===== src/rtl/mpc_types.sv =====
// Shared types for the banked reorder buffer return path.
package mpc_types;
    localparam int ROB_NUM_BANKS = 4;
    typedef logic [$clog2(ROB_NUM_BANKS)-1:0] rob_bank_id_t;
endpackage


===== src/rtl/rob_rr_arb.sv =====
// Combinational round-robin grant: first requester at or after ptr, wrapping.
// Zero latency; no state, the caller owns the pointer and any backpressure.
module rob_rr_arb #(
    parameter  int N   = 4,
    localparam int IdW = $clog2(N)
) (
    input  logic [N-1:0]   req,
    input  logic [IdW-1:0] ptr,
    output logic [N-1:0]   grant,
    output logic [IdW-1:0] idx,
    output logic           any
);

    logic [IdW-1:0] cand;

    // N is a power of two, so IdW-bit addition wraps modulo N for free
    always_comb begin
        grant = '0;
        idx   = '0;
        any   = 1'b0;
        cand  = '0;
        for (int k = 0; k < N; k++) begin
            cand = ptr + IdW'(k);
            if (!any && req[cand]) begin
                grant[cand] = 1'b1;
                idx         = cand;
                any         = 1'b1;
            end
        end
    end

endmodule


===== src/rtl/rob_bank_sched.sv =====
// Round-robin merge of ROB bank read-out channels into one registered upstream channel, plus credit serialiser.
// One-cycle data and credit latency; full throughput; bank ready is withheld while the output register is stalled.
module rob_bank_sched
    import mpc_types::*;
#(
    parameter  int NumBanks     = ROB_NUM_BANKS,
    parameter  int DataWidth    = 128,
    parameter  int CrdtCntWidth = 4,
    localparam int IdW          = $clog2(NumBanks)
) (
    input  logic                          clk,
    input  logic                          rst_n,
    input  logic [NumBanks-1:0]           d_ch_valid,
    output logic [NumBanks-1:0]           d_ch_ready,
    input  logic [NumBanks*DataWidth-1:0] d_ch_data,
    input  logic [NumBanks-1:0]           d_isu_crdt_rtn,
    output logic                          u_ch_valid,
    input  logic                          u_ch_ready,
    output logic [DataWidth-1:0]          u_ch_data,
    output logic [IdW-1:0]                u_ch_bank_id,
    output logic                          u_xbar_crdt_rtn
);

    localparam int AccW = CrdtCntWidth + 1;

    logic [IdW-1:0]       ptr;
    logic [IdW-1:0]       gnt_idx;
    logic [NumBanks-1:0]  gnt;
    logic                 gnt_any;
    logic                 accept;
    logic [DataWidth-1:0] sel_data;

    rob_rr_arb #(.N(NumBanks)) u_arb (
        .req   (d_ch_valid),
        .ptr   (ptr),
        .grant (gnt),
        .idx   (gnt_idx),
        .any   (gnt_any)
    );

    assign accept     = !u_ch_valid || u_ch_ready;
    assign d_ch_ready = (rst_n && accept) ? gnt : '0;
    assign sel_data   = d_ch_data[int'(gnt_idx)*DataWidth +: DataWidth];

    // Data and id only move on a transfer, so they stay stable under stall
    always_ff @(posedge clk or negedge rst_n) begin
        if (!rst_n) begin
            u_ch_valid   <= 1'b0;
            u_ch_data    <= '0;
            u_ch_bank_id <= '0;
            ptr          <= '0;
        end else if (accept) begin
            u_ch_valid <= gnt_any;
            if (gnt_any) begin
                u_ch_data    <= sel_data;
                u_ch_bank_id <= gnt_idx;
                ptr          <= gnt_idx + IdW'(1);
            end
        end
    end

    logic [CrdtCntWidth-1:0] cnt;
    logic [AccW-1:0]         inc;
    logic [AccW-1:0]         avail;
    logic                    avail_nz;

    always_comb begin
        inc = '0;
        for (int b = 0; b < NumBanks; b++) begin
            inc = inc + AccW'(d_isu_crdt_rtn[b]);
        end
    end

    assign avail    = {1'b0, cnt} + inc;
    assign avail_nz = |avail;

    // Dropping the top bit before the decrement is exact whenever avail-1 fits in cnt
    always_ff @(posedge clk or negedge rst_n) begin
        if (!rst_n) begin
            cnt             <= '0;
            u_xbar_crdt_rtn <= 1'b0;
        end else begin
            cnt             <= avail[CrdtCntWidth-1:0] - CrdtCntWidth'(avail_nz);
            u_xbar_crdt_rtn <= avail_nz;
        end
    end

endmodule


===== config.mk =====
export PLATFORM = sky130hd
export DESIGN_NAME = rob_bank_sched
export DESIGN_NICKNAME = d
export VERILOG_FILES = /design/src/rtl/mpc_types.sv /design/src/rtl/rob_rr_arb.sv /design/src/rtl/rob_bank_sched.sv
export SDC_FILE = /design/constraint.sdc
export NUM_CORES = 1
export LEC_CHECK = 0
export CELL_PAD_IN_SITES_DETAIL_PLACEMENT = 1
export CELL_PAD_IN_SITES_GLOBAL_PLACEMENT = 2
export CORE_AREA = 10 10 246 248
export DETAILED_ROUTE_END_ITERATION = 6
export DIE_AREA = 0 0 256 258
export PLACE_DENSITY_LB_ADDON = 0.1
export SLEW_MARGIN = 20
export SYNTH_ARGS = -nofsm -noshare
export SYNTH_HDL_FRONTEND = slang
export SYNTH_HIERARCHICAL = 1
export SYNTH_SLANG_ARGS = --single-unit

===== constraint.sdc =====
create_clock -name clk -period 3.2 [get_ports clk]
set_input_delay 0.64 -clock clk [delete_from_list [all_inputs] [get_ports clk]]
set_output_delay 0.64 -clock clk [all_outputs]
set_load 0.02 [all_outputs]

## Word level (Yosys, flattened, before mapping)

Cells that the tools add are included.

| word-level totals | value |
|---|---|
| register bits after elaboration | 138 |
| input bits | 523 |
| output and inout bits | 136 |
| word-level logic and storage cells | 71 |

| operators by class | value |
|---|---|
| add/sub/neg operators | 9 |
| order comparisons | 8 |
| shift operators | 1 |
| muxes and demuxes | 29 |
| bitwise gates (word level) | 3 |
| reduce and logical (&&, ||, !) cells | 15 |

Operator list:

| operator | count |
|---|---|
| 512-bit by 10-bit indexed part select with 128-bit output | 1 |
| 4-bit 2-to-1 mux | 5 |
| 2-bit by 3-bit less-than comparator with 1-bit output, second input constant | 4 |
| 1-bit 2-to-1 mux | 12 |
| 4-bit OR | 3 |
| 1-bit binary-select mux with 2-bit select | 4 |
| 1-bit demux with 2-bit select | 4 |
| 2-bit by 1-bit greater-or-equal comparator with 1-bit output, second input constant | 4 |
| 1-bit logical AND | 8 |
| 2-bit 2-to-1 mux | 4 |
| 4-bit by 4-bit adder with 5-bit output | 1 |
| 5-bit OR reduction | 1 |
| 2-bit by 1-bit adder with 2-bit output, second input constant | 2 |
| 2-bit adder, second input constant | 2 |
| 3-bit by 1-bit adder with 4-bit output | 1 |
| 1-bit zero test | 4 |
| 4-bit by 1-bit subtractor with 4-bit output | 1 |
| 2-bit by 1-bit adder with 3-bit output | 1 |
| 1-bit by 1-bit adder with 2-bit output | 1 |
| 2-bit AND reduction | 1 |
| 1-bit logical OR | 1 |

## Logic depth before layout (Yosys ltp)

Gate-level depths: netlist (run 1).

| depth | value |
|---|---|
| depth in word-level cells | 13 |
| depth in mapped cells | 13 |
| mapped depth without buffers | 13 |

## Hierarchy

Netlist (run 1), hierarchy kept.

Modules (own cells, without submodules):

| module | instances | cells an instance | area each (um2) |
|---|---|---|---|
| rob_bank_sched | 1 | 479 | 8341.8 |
| rob_rr_arb | 1 | 45 | 422.9 |

## Worst setup path before layout (run 1)

Ideal clock, no wire load.

| timing | value |
|---|---|
| kind | register -> register |
| start point | register ptr[0] |
| end point | register u_ch_data[29] |
| library setup time | 0.125 ns |
| data arrival time | 3.026 ns |
| slack | 0.049 ns |
| cell stages (with the launch flop) | 12 |
| buffers on the path | 4 |
| clock period less this slack | 3.151 ns |
| cells stage by stage | dfrtp_1 -> buf_6 -> inv_1 -> ha_1 -> mux4_2 -> buf_6 -> o311ai_0 -> a32o_1 -> buf_2 -> clkbuf_1 -> mux4_2 -> mux2_2 |

| between the ends | value |
|---|---|
| cells in the longest elaborated chain, start to end | 13 |
| elaborated cells between the ends (all ways) | 27 |
| classes of those cells | 3 x add/sub; 1 x shift; 16 x mux; 7 x reduce/logical |

Ends and longest elaborated chain:

| element | line | RTL |
|---|---|---|
| start, declared | rob_bank_sched.sv:26 | `logic [IdW-1:0] ptr;` |
| start signal, assigned | rob_bank_sched.sv:57 | `ptr <= gnt_idx + IdW'(1);` |
| parallel branches: the longest is 11 deep, another holds 2-bit by 1-bit adder with 2-bit output | - |  |
| 2-bit 2-to-1 mux * | rob_rr_arb.sv:24 | `if (!any && req[cand]) begin` |
| via gnt_idx[1] | rob_bank_sched.sv:27 | `logic [IdW-1:0] gnt_idx;` |
| 512-bit by 10-bit indexed part select with 128-bit output * | rob_bank_sched.sv:43 | `assign sel_data = d_ch_data[int'(gnt_idx)*DataWidth +: DataWidth];` |
| end signal, assigned | rob_bank_sched.sv:55 | `u_ch_data <= sel_data;` |
| end, declared | rob_bank_sched.sv:19 | `output logic [DataWidth-1:0] u_ch_data,` |

Mark *: on every way through the listed nets, which the timed path passes. The select of a mux whose other input is x is not followed.
A chain may end at the register's enable or synchronous reset.

## Worst setup path after layout (run 1)

| timing | value |
|---|---|
| start point | register ptr[0] |
| end point | output d_ch_ready[1] |

| between the ends | value |
|---|---|
| cells in the longest elaborated chain, start to end | 13 |
| elaborated cells between the ends (all ways) | 48 |
| classes of those cells | 3 x add/sub; 8 x order compare; 24 x mux; 3 x bitwise; 10 x reduce/logical |

Ends and longest elaborated chain:

| element | line | RTL |
|---|---|---|
| parallel branches: the longest is 11 deep, another holds 2-bit by 3-bit less-than comparator with 1-bit output | - |  |
| 4-bit 2-to-1 mux * | rob_rr_arb.sv:24 |  |
| via gnt[1] | rob_bank_sched.sv:28 | `logic [NumBanks-1:0] gnt;` |
| 4-bit 2-to-1 mux * | rob_bank_sched.sv:42 | `assign d_ch_ready = (rst_n && accept) ? gnt : '0;` |
| end, declared | rob_bank_sched.sv:14 | `output logic [NumBanks-1:0] d_ch_ready,` |

Marked as above.

==> tab_implementation.tex, run 1 <==
\begin{tabular}{lr}
\hline
Metric & Value \\
\hline
\multicolumn{2}{l}{\textbf{Synthesis}} \\
Net Count, Synth & 1058 \\
Yosys reg bits & 138 \\
Mean instance size in the synthesized netlist & 16.7 um2 \\
Number of standard cells after synthesis & 524 \\
Number of synthesis warnings & 6 \\
Sequential-to-total area share from yosys stat & approximately two fifths \\
Unique masters post-synth & 32 \\
Synth Cell Area & about 8800 um2 \\
\multicolumn{2}{l}{\textbf{Placed design}} \\
DP Wirelength & 46600 um \\
Number of buffer cells added on primary ports & 658 \\
Post-Place Setup Slack & -614 ps \\
Area after detailed placement & 16900 um2 \\
Global placement routability congestion & about 0.81 \\
\multicolumn{2}{l}{\textbf{Pwr}} \\
Internal power & 13.2 mW \\
Switching part of the total & 37.4\% \\
Leakage power figure & 6.89 nW \\
Comb power frac & 74.3\% \\
Share of total power in the clock network & 10.4\% \\
Sequential share of power & 15.3\% \\
Net switching component of the power & 7.87 mW \\
Worst-case vdd ir drop & 0.410 mV \\
Power per cell area & approximately 1200 nW/um2 \\
\multicolumn{2}{l}{\textbf{Cells and area}} \\
Leading cell types in the layout, fill and taps excluded & 647 x sky130\_fd\_sc\_hd\_\_clkdlybuf4s50\_1, 138 x sky130\_fd\_sc\_hd\_\_dfrtp\_1, 131 x sky130\_fd\_sc\_hd\_\_mux4\_2 \\
Leading cell type in the layout, fill and taps excluded & sky130\_fd\_sc\_hd\_\_clkdlybuf4s50\_1 \\
Core utilization of the finished layout & between 30\% and 40\% \\
Relative area change from synthesis to final layout & 106\% \\
Share of post-route cells with drive strength above 1 & 32.8\% \\
Finished Cell Area & 18100 um2 \\
Number of nets in the finished design & 1786 \\
\multicolumn{2}{l}{\textbf{STA}} \\
Number of endpoints failing setup at the final stage & 1 \\
Post-route worst setup slack & -2.34 ps \\
Number of endpoints with negative hold slack in the final report & 0 \\
RSZ-0062 raised after global routing & yes \\
Fmax achieved & 312 MHz \\
Final worst path period share & 100\% \\
Count of final max-slew check failures & 0 \\
Worst Max-Slew Pin Slew & between 800 and 900 ps \\
Max-Slew Margin vs Limit & 41.5\% \\
Min cycle time layout & approximately 3200 ps \\
Clock Skews & between 10 and 15 ps \\
\multicolumn{2}{l}{\textbf{Setup path}} \\
R2R Setup Slk & 10 ps \\
CP Max Fanout & 5 \\
Critical path buffers and inverters & 3 \\
Element type at the critical path end & output pin \\
Launch point of the critical path & ptr[0]\$\_DFFE\_PN0P\_ \\
CP Class & flop to output pin \\
Gate family responsible for the most delay along the worst path & simple AND/OR/NAND/NOR gates \\
Worst path max stage delay & 540 ps \\
Slowest stage cell, crit path & sky130\_fd\_sc\_hd\_\_mux4\_2 \\
Worst reg2reg path startpoint & ptr[0]\$\_DFFE\_PN0P\_ \\
Worst R2R End & u\_ch\_data[121]\$\_DFFE\_PN0P\_ \\
Number of cells on the worst reg-to-reg path & 11 \\
Cell chain of the critical path & buf\_6, mux4\_2, nor4b\_4, buf\_4, a22oi\_2, o21ai\_1, and3\_1, buf\_6 \\
Total number of cells along the worst setup path & 8 \\
Most prevalent standard cell on the critical path & sky130\_fd\_sc\_hd\_\_buf\_6 \\
Data required time at the worst endpoint & 2560 ps \\
Capture point of the worst path & d\_ch\_ready[1] \\
Kind of start point of the critical path & flop \\
Data arrival time of the worst path & 2560 ps \\
\multicolumn{2}{l}{\textbf{Route}} \\
DRC violation count after routing & 0 \\
Total number of vias & around 8200 \\
First-pass detailed-route iteration total & 4 \\
First DRT Iteration DRCs & 210 \\
Number of vias per cell & approximately 4.1 \\
Detailed Route WL & 55500 um \\
Average routed wire per standard cell & 27.4 um \\
Number of antenna-violating nets in the routed design & 0 \\
\multicolumn{2}{l}{\textbf{Run status}} \\
Violated checks & setup timing \\
Run status & finished, violations left \\
\multicolumn{2}{l}{\textbf{Run}} \\
Maximum Capacitance Violations & 0 \\
\multicolumn{2}{l}{\textbf{CTS}} \\
CTS tree & built \\
Clock latency of the later-clocked register in the worst-skew pair & 490 ps \\
Clock tree root buffer cell & sky130\_fd\_sc\_hd\_\_clkbuf\_16 \\
Total number of clock tree sinks & around 140 \\
Count of H-tree levels built during CTS & 4 \\
Clock-pin slew on the worst setup and hold paths & 60 ps \\
Total clock buffers created by CTS & 17 \\
Number of buffers on the longest clock path & 2 \\
\multicolumn{2}{l}{\textbf{Global route}} \\
Number of global-route vias before repair & 9657 \\
Initial antenna violation count & 15 \\
Total track usage & about 16\% \\
First-pass GRT wire length & 75500 um \\
Pin count of the biggest net entering global routing & between 50 and 60 \\
Remaining Overflow, GRT & 0 \\
\multicolumn{2}{l}{\textbf{Floorplan}} \\
Core region area & around 56000 um2 \\
Y dimension of the die & about 260 um \\
Number of ports placed on the die boundary & 659 \\
Area of the die & 66000 um2 \\
Initial cell density of the core & 15.7\% \\
Horizontal die dimension & 256 um \\
Standard-cell rows & 87 \\
\multicolumn{2}{l}{\textbf{Min path}} \\
Worst min-delay path class & input port to async pin \\
\hline
\end{tabular}
[Yosys cell counts (all sizes together)]
master,count,area [um2]
fa,3,60.1
nor2b,1,6.26
nor4b,1,23.8
o21ai,7,35.0
nor3,2,10.0
clkbuf,9,35.0
ha,8,100
nor2,4,15.0
dfrtp,138,3450
xor2,1,8.76
nor4,2,12.5
nand2,5,18.8
mux4,132,2980
mux2,132,1490
buf,37,245
inv,12,45.0
nand2b,4,25.0
o31ai,2,15.0
a32o,1,10.0
o311ai,1,8.76
and2b,1,8.76
and3,4,25.0
a21oi,1,5.00
o211ai,3,22.5
o31a,1,8.76
a22oi,8,60.1
xnor2,3,26.3
mux2i,1,10.0
[metal layers]
layer / wire, um / up-vias / GRT usage [%]
met4: 573 / 22 / 4.05
met5: 125 / - / 0
met1: 19500 / 4167 / 16.0
li1: - / 3590 / -
met3: 5610 / 46 / 8.33
met2: 29700 / 376 / 29.6
[power groups by stage]
stage	clock network [mW]	registers, mW	logic [mW]
3_5_place_dp	0	3.24	14.3
3_3_place_gp	0	3.21	14.3
4_1_cts	2.30	3.23	14.5
6_report	2.18	3.22	15.7
5_1_grt	2.37	3.36	16.7
2_1_floorplan	0	4.24	7.17
[metrics by stage]
step / cells / hold slack, ps / total power [mW] / TNS [ps]
final: 2024 / 58.9 / 21.1 / -2.34
after global routing: 2022 / 52.9 / 22.4 / -11310
after floorplan: 524 / 344 / 11.4 / 0
after global placement: 1963 / 486 / 17.5 / -66050
after detailed placement: 1963 / 484 / 17.5 / -66770
after CTS: 2002 / 40.5 / 20.0 / -134
[timing repair]
item	4_1_cts	5_1_grt
hold buffers	0	0
pin swaps	3	10
buffers inserted	9	10
gates resized for setup	41	61
endpoints found under the setup margin	17	124
gates cloned	0	8
[area by class of cell]
| cell class | count | area [um2] |
|---|---|---|
| Sequential cell | 138 | 3450 |
| Fill cell | 5983 | 37700 |
| Clock inverter | 7 | 113 |
| Multi-Input combinational cell | 328 | 5170 |
| Clock buffer | 24 | 502 |
| Inverter | 12 | 45.0 |
| Antenna cell | 4 | 10.0 |
| Tap cell | 756 | 946 |
| Timing Repair Buffer | 755 | 7830 |
[cells by family after synthesis]
logic type | Yosys count | synth area share (%)
adders and majority gates | 11 | 1.83
buffers and inverters | 58 | 3.71
muxes | 265 | 51.1
and+or+nand+nor | 24 | 1.66
DFF | 138 | 39.4
AOI/OAI and AO/OA | 24 | 1.88
xor gates and xnor gates | 4 | 0.400
[how the worst min path moves through the flow]
| stage | to | slack [ps] |
|---|---|---|
| 6_report | u_ch_data[112]$_DFFE_PN0P_ | 60 |
| 5_1_grt | u_ch_data[112]$_DFFE_PN0P_ | 50 |
| 4_1_cts | u_ch_data[112]$_DFFE_PN0P_ | 40 |
| 3_5_place_dp | cnt[3]$_DFF_PN0_ | 480 |
| 3_3_place_gp | u_ch_data[11]$_DFFE_PN0P_ | 490 |
| 2_1_floorplan | cnt[0]$_DFF_PN0_ | 340 |
[state kept, by name (all words and copies together), names as in the netlist]
name	cells
u_ch_data	128
u_ch_bank_id	2
cnt	4
u_ch_valid	1
u_xbar_crdt_rtn	1
ptr	2
(Power assumes the default switching activity.)
==> run 2, diff against run 1 <==
- CORE_AREA: 10 10 246 248 -> 4 4 254 256
- DIE_AREA: 0 0 256 258 -> 0 0 258 260
==> tab_implementation.tex, run 2 (synthesis results as in run 1) <==
\begin{tabular}{lr}
\hline
Metric & Value \\
\hline
\multicolumn{2}{l}{\textbf{Run status}} \\
Run status & finished, final reports clean (was finished, violations left) \\
\multicolumn{2}{l}{\textbf{CTS}} \\
Clock latency of the later-clocked register in the worst-skew pair & 480 ps (was 490 ps) \\
Count of H-tree levels built during CTS & 4 (unchanged) \\
Number of buffers on the longest clock path & 2 (unchanged) \\
CTS tree & built (unchanged) \\
Total clock buffers created by CTS & 17 (unchanged) \\
Clock-pin slew on the worst setup and hold paths & 60 ps (about the same) \\
Clock tree root buffer cell & sky130\_fd\_sc\_hd\_\_clkbuf\_16 (unchanged) \\
Total number of clock tree sinks & 138 (unchanged) \\
\multicolumn{2}{l}{\textbf{Floorplan}} \\
Core region area & 62500 um2 (was 55700 um2) \\
Standard-cell rows & 92 (was 87) \\
Area of the die & 67100 um2 (was 66000 um2) \\
Initial cell density of the core & 14.0\% (was 15.7\%) \\
Horizontal die dimension & 258 um (was 256 um) \\
Number of ports placed on the die boundary & 659 (unchanged) \\
Y dimension of the die & 260 um (was 258 um) \\
\multicolumn{2}{l}{\textbf{Route}} \\
First DRT Iteration DRCs & 242 (was 210) \\
First-pass detailed-route iteration total & 4 (unchanged) \\
Number of vias per cell & 3.89 (was 4.05) \\
Average routed wire per standard cell & 25.0 um (was 27.4 um) \\
Number of antenna-violating nets in the routed design & 0 (unchanged) \\
DRC violation count after routing & 0 (unchanged) \\
Detailed Route WL & 53500 um (was 55500 um) \\
Total number of vias & 8326 (was 8201) \\
\multicolumn{2}{l}{\textbf{Cells and area}} \\
Area taken by multi-input logic gates & 5110 um2 (was 5170 um2) \\
Register area & 3460 um2 (was 3450 um2) \\
Final std cells w/o fill & 2140 (was 2024) \\
Leading cell types in the layout, fill and taps excluded & 648 x sky130\_fd\_sc\_hd\_\_clkdlybuf4s50\_1, 136 x sky130\_fd\_sc\_hd\_\_dfrtp\_1, 132 x sky130\_fd\_sc\_hd\_\_mux4\_2 (was 647 x sky130\_fd\_sc\_hd\_\_clkdlybuf4s50\_1, 138 x sky130\_fd\_sc\_hd\_\_dfrtp\_1, 131 x sky130\_fd\_sc\_hd\_\_mux4\_2) \\
Share of post-route cells with drive strength above 1 & 34.5\% (was 32.8\%) \\
FILL cells & 6754 (was 5983) \\
Relative area change from synthesis to final layout & 108\% (was 106\%) \\
Finished Cell Area & 18300 um2 (was 18100 um2) \\
Number of flip-flops under the largest register name & 128 (unchanged) \\
Leading cell type in the layout, fill and taps excluded & sky130\_fd\_sc\_hd\_\_clkdlybuf4s50\_1 (unchanged) \\
Largest registers ranked by flip-flop count & u\_ch\_data (128), cnt (4) (unchanged) \\
Number of nets in the finished design & 1806 (was 1786) \\
Biggest register & u\_ch\_data (unchanged) \\
\multicolumn{2}{l}{\textbf{Setup path}} \\
Slowest stage cell, crit path & sky130\_fd\_sc\_hd\_\_mux4\_2 (unchanged) \\
Worst path max stage delay & 590 ps (was 540 ps) \\
Data required time at the worst endpoint & 2560 ps (about the same) \\
Critical path buffers and inverters & 3 (unchanged) \\
Most prevalent standard cell on the critical path & sky130\_fd\_sc\_hd\_\_buf\_6 (unchanged) \\
CP Max Fanout & 4 (was 5) \\
Cell chain of the critical path & buf\_6, mux4\_2, and2b\_2, buf\_4, a22oi\_1, o21ai\_1, and3\_1, buf\_6 (was buf\_6, mux4\_2, nor4b\_4, buf\_4, a22oi\_2, o21ai\_1, and3\_1, buf\_6) \\
Element type at the critical path end & output pin (unchanged) \\
Kind of start point of the critical path & flop (unchanged) \\
Data arrival time of the worst path & 2560 ps (about the same) \\
Gate family responsible for the most delay along the worst path & multiplexers (was simple AND/OR/NAND/NOR gates) \\
CP Class & flop to output pin (unchanged) \\
Worst reg2reg path startpoint & ptr[0]\$\_DFFE\_PN0P\_ (unchanged) \\
Launch point of the critical path & ptr[0]\$\_DFFE\_PN0P\_ (unchanged) \\
\multicolumn{2}{l}{\textbf{Placed design}} \\
DP Wirelength & 43400 um (was 46600 um) \\
Cell Count Post-Placement & 2063 (was 1963) \\
Global placement routability congestion & 0.789 (was 0.808) \\
Area after detailed placement & 17000 um2 (was 16900 um2) \\
Number of buffer cells added on primary ports & 658 (unchanged) \\
\multicolumn{2}{l}{\textbf{Pwr}} \\
Leakage power figure & 6.89 nW (about the same) \\
Power per cell area & 1140 nW/um2 (was 1170 nW/um2) \\
Worst-case vdd ir drop & 0.441 mV (was 0.410 mV) \\
\multicolumn{2}{l}{\textbf{Global route}} \\
Initial antenna violation count & 22 (was 15) \\
Remaining Overflow, GRT & 0 (unchanged) \\
Pin count of the biggest net entering global routing & 87 (was 59) \\
Total track usage & 15.2\% (was 16.2\%) \\
First-pass GRT wire length & 71900 um (was 75500 um) \\
Number of global-route vias before repair & 9482 (was 9657) \\
\multicolumn{2}{l}{\textbf{STA}} \\
Min cycle time layout & 3200 ps (about the same) \\
Number of endpoints failing setup at the final stage & 0 (was 1) \\
Clock Skews & 8.43 ps (was 10.7 ps) \\
Fmax achieved & 313 MHz (was 312 MHz) \\
RSZ-0062 raised after global routing & yes (unchanged) \\
Number of endpoints with negative hold slack in the final report & 0 (unchanged) \\
Count of final max-slew check failures & 0 (unchanged) \\
Worst Max-Slew Pin Slew & 798 ps (was 877 ps) \\
Final worst path period share & 99.9\% (was 100\%) \\
Max-Slew Margin vs Limit & 46.8\% (was 41.5\%) \\
Aggregate negative setup slack & 0 ps (was -2.34 ps) \\
\multicolumn{2}{l}{\textbf{Min path}} \\
Worst min-delay path class & input port to async pin (unchanged) \\
\multicolumn{2}{l}{\textbf{Run}} \\
Maximum Capacitance Violations & 0 (unchanged) \\
\hline
\end{tabular}
[run 2: cell count changes in the layout (fill, tap and decap cells not counted), sizes merged]
cell and delta:
buf +21, clkbuf -7, diode +5, dlygate4sd2 -4, clkinv +3, clkinvlp +3
dlymetal6s2s +3, a32o +1, clkdlybuf4s50 +1
[run 2: final timing paths]
path	cells after the start	to	slack, ps
worst max-delay path	8	d_ch_ready[2]	5
worst min-delay path	2	u_ch_data[10]$_DFFE_PN0P_	210
worst max register to register	12	u_ch_data[14]$_DFFE_PN0P_	10
worst min register to register	1	cnt[3]$_DFF_PN0_	490
max in group asynchronous	3	u_ch_data[60]$_DFFE_PN0P_	1640
min in group clk	1	cnt[3]$_DFF_PN0_	490
[run 2: per-layer routing]
metal,vias up,wire length [um],global-route usage (%)
met5,-,132,0
met4,22,707,3.48
met3,54,4950,7.16
met2,373,28400,27.7
met1,4212,19300,15.9
li1,3665,-,-
[run 2: final cells by class]
cell class / instances / area share [%]
Timing Repair Buffer: 774 / 43.6
Multi-Input combinational cell: 329 / 28.0
Sequential cell: 138 / 18.9
Tap cell: 846 / 5.80
Clock buffer: 19 / 2.48
Clock inverter: 13 / 0.822
Inverter: 12 / 0.247
Antenna cell: 9 / 0.123
[run 2: what timing repair did]
action / 4_1_cts / 5_1_grt
setup buffers: 9 / 19
pin swaps: 6 / 13
gates cloned: 2 / 7
hold buffers: 0 / 0
resized for setup: 46 / 33
endpoints found under the setup margin: 122 / 132
[run 2: report_power, final]
group	total [mW]	internal, mW	switching (mW)	leakage (nW)
logic	15.5	8.95	6.52	5.00
clock network	2.15	1.25	0.898	0.290
registers	3.20	2.73	0.476	1.60
total	20.8	12.9	7.89	6.89
[run 2: worst reg2reg max path: cells and delay by family, from the launching register on]
kind	cells	cell delay, ps
AO/OA/AOI/OAI	1	310
buffers and inverters	6	890
flip-flops	1	400
multiplexers	3	1150
AND/OR/NAND/NOR	2	310
[run 2: metrics by stage]
stage / utilization, % / total power, mW / hold WS, ps / worst slack (ps)
detailed placement: 27.2 / 17.3 / 486 / -657
finish: 29.2 / 20.8 / 206 / 4.62
CTS: 28.5 / 20.2 / 240 / -76.9
global placement: 27.2 / 17.3 / 477 / -664
floorplan: - / 11.4 / 344 / 48.9
global route: 29.2 / 22.2 / 217 / -110
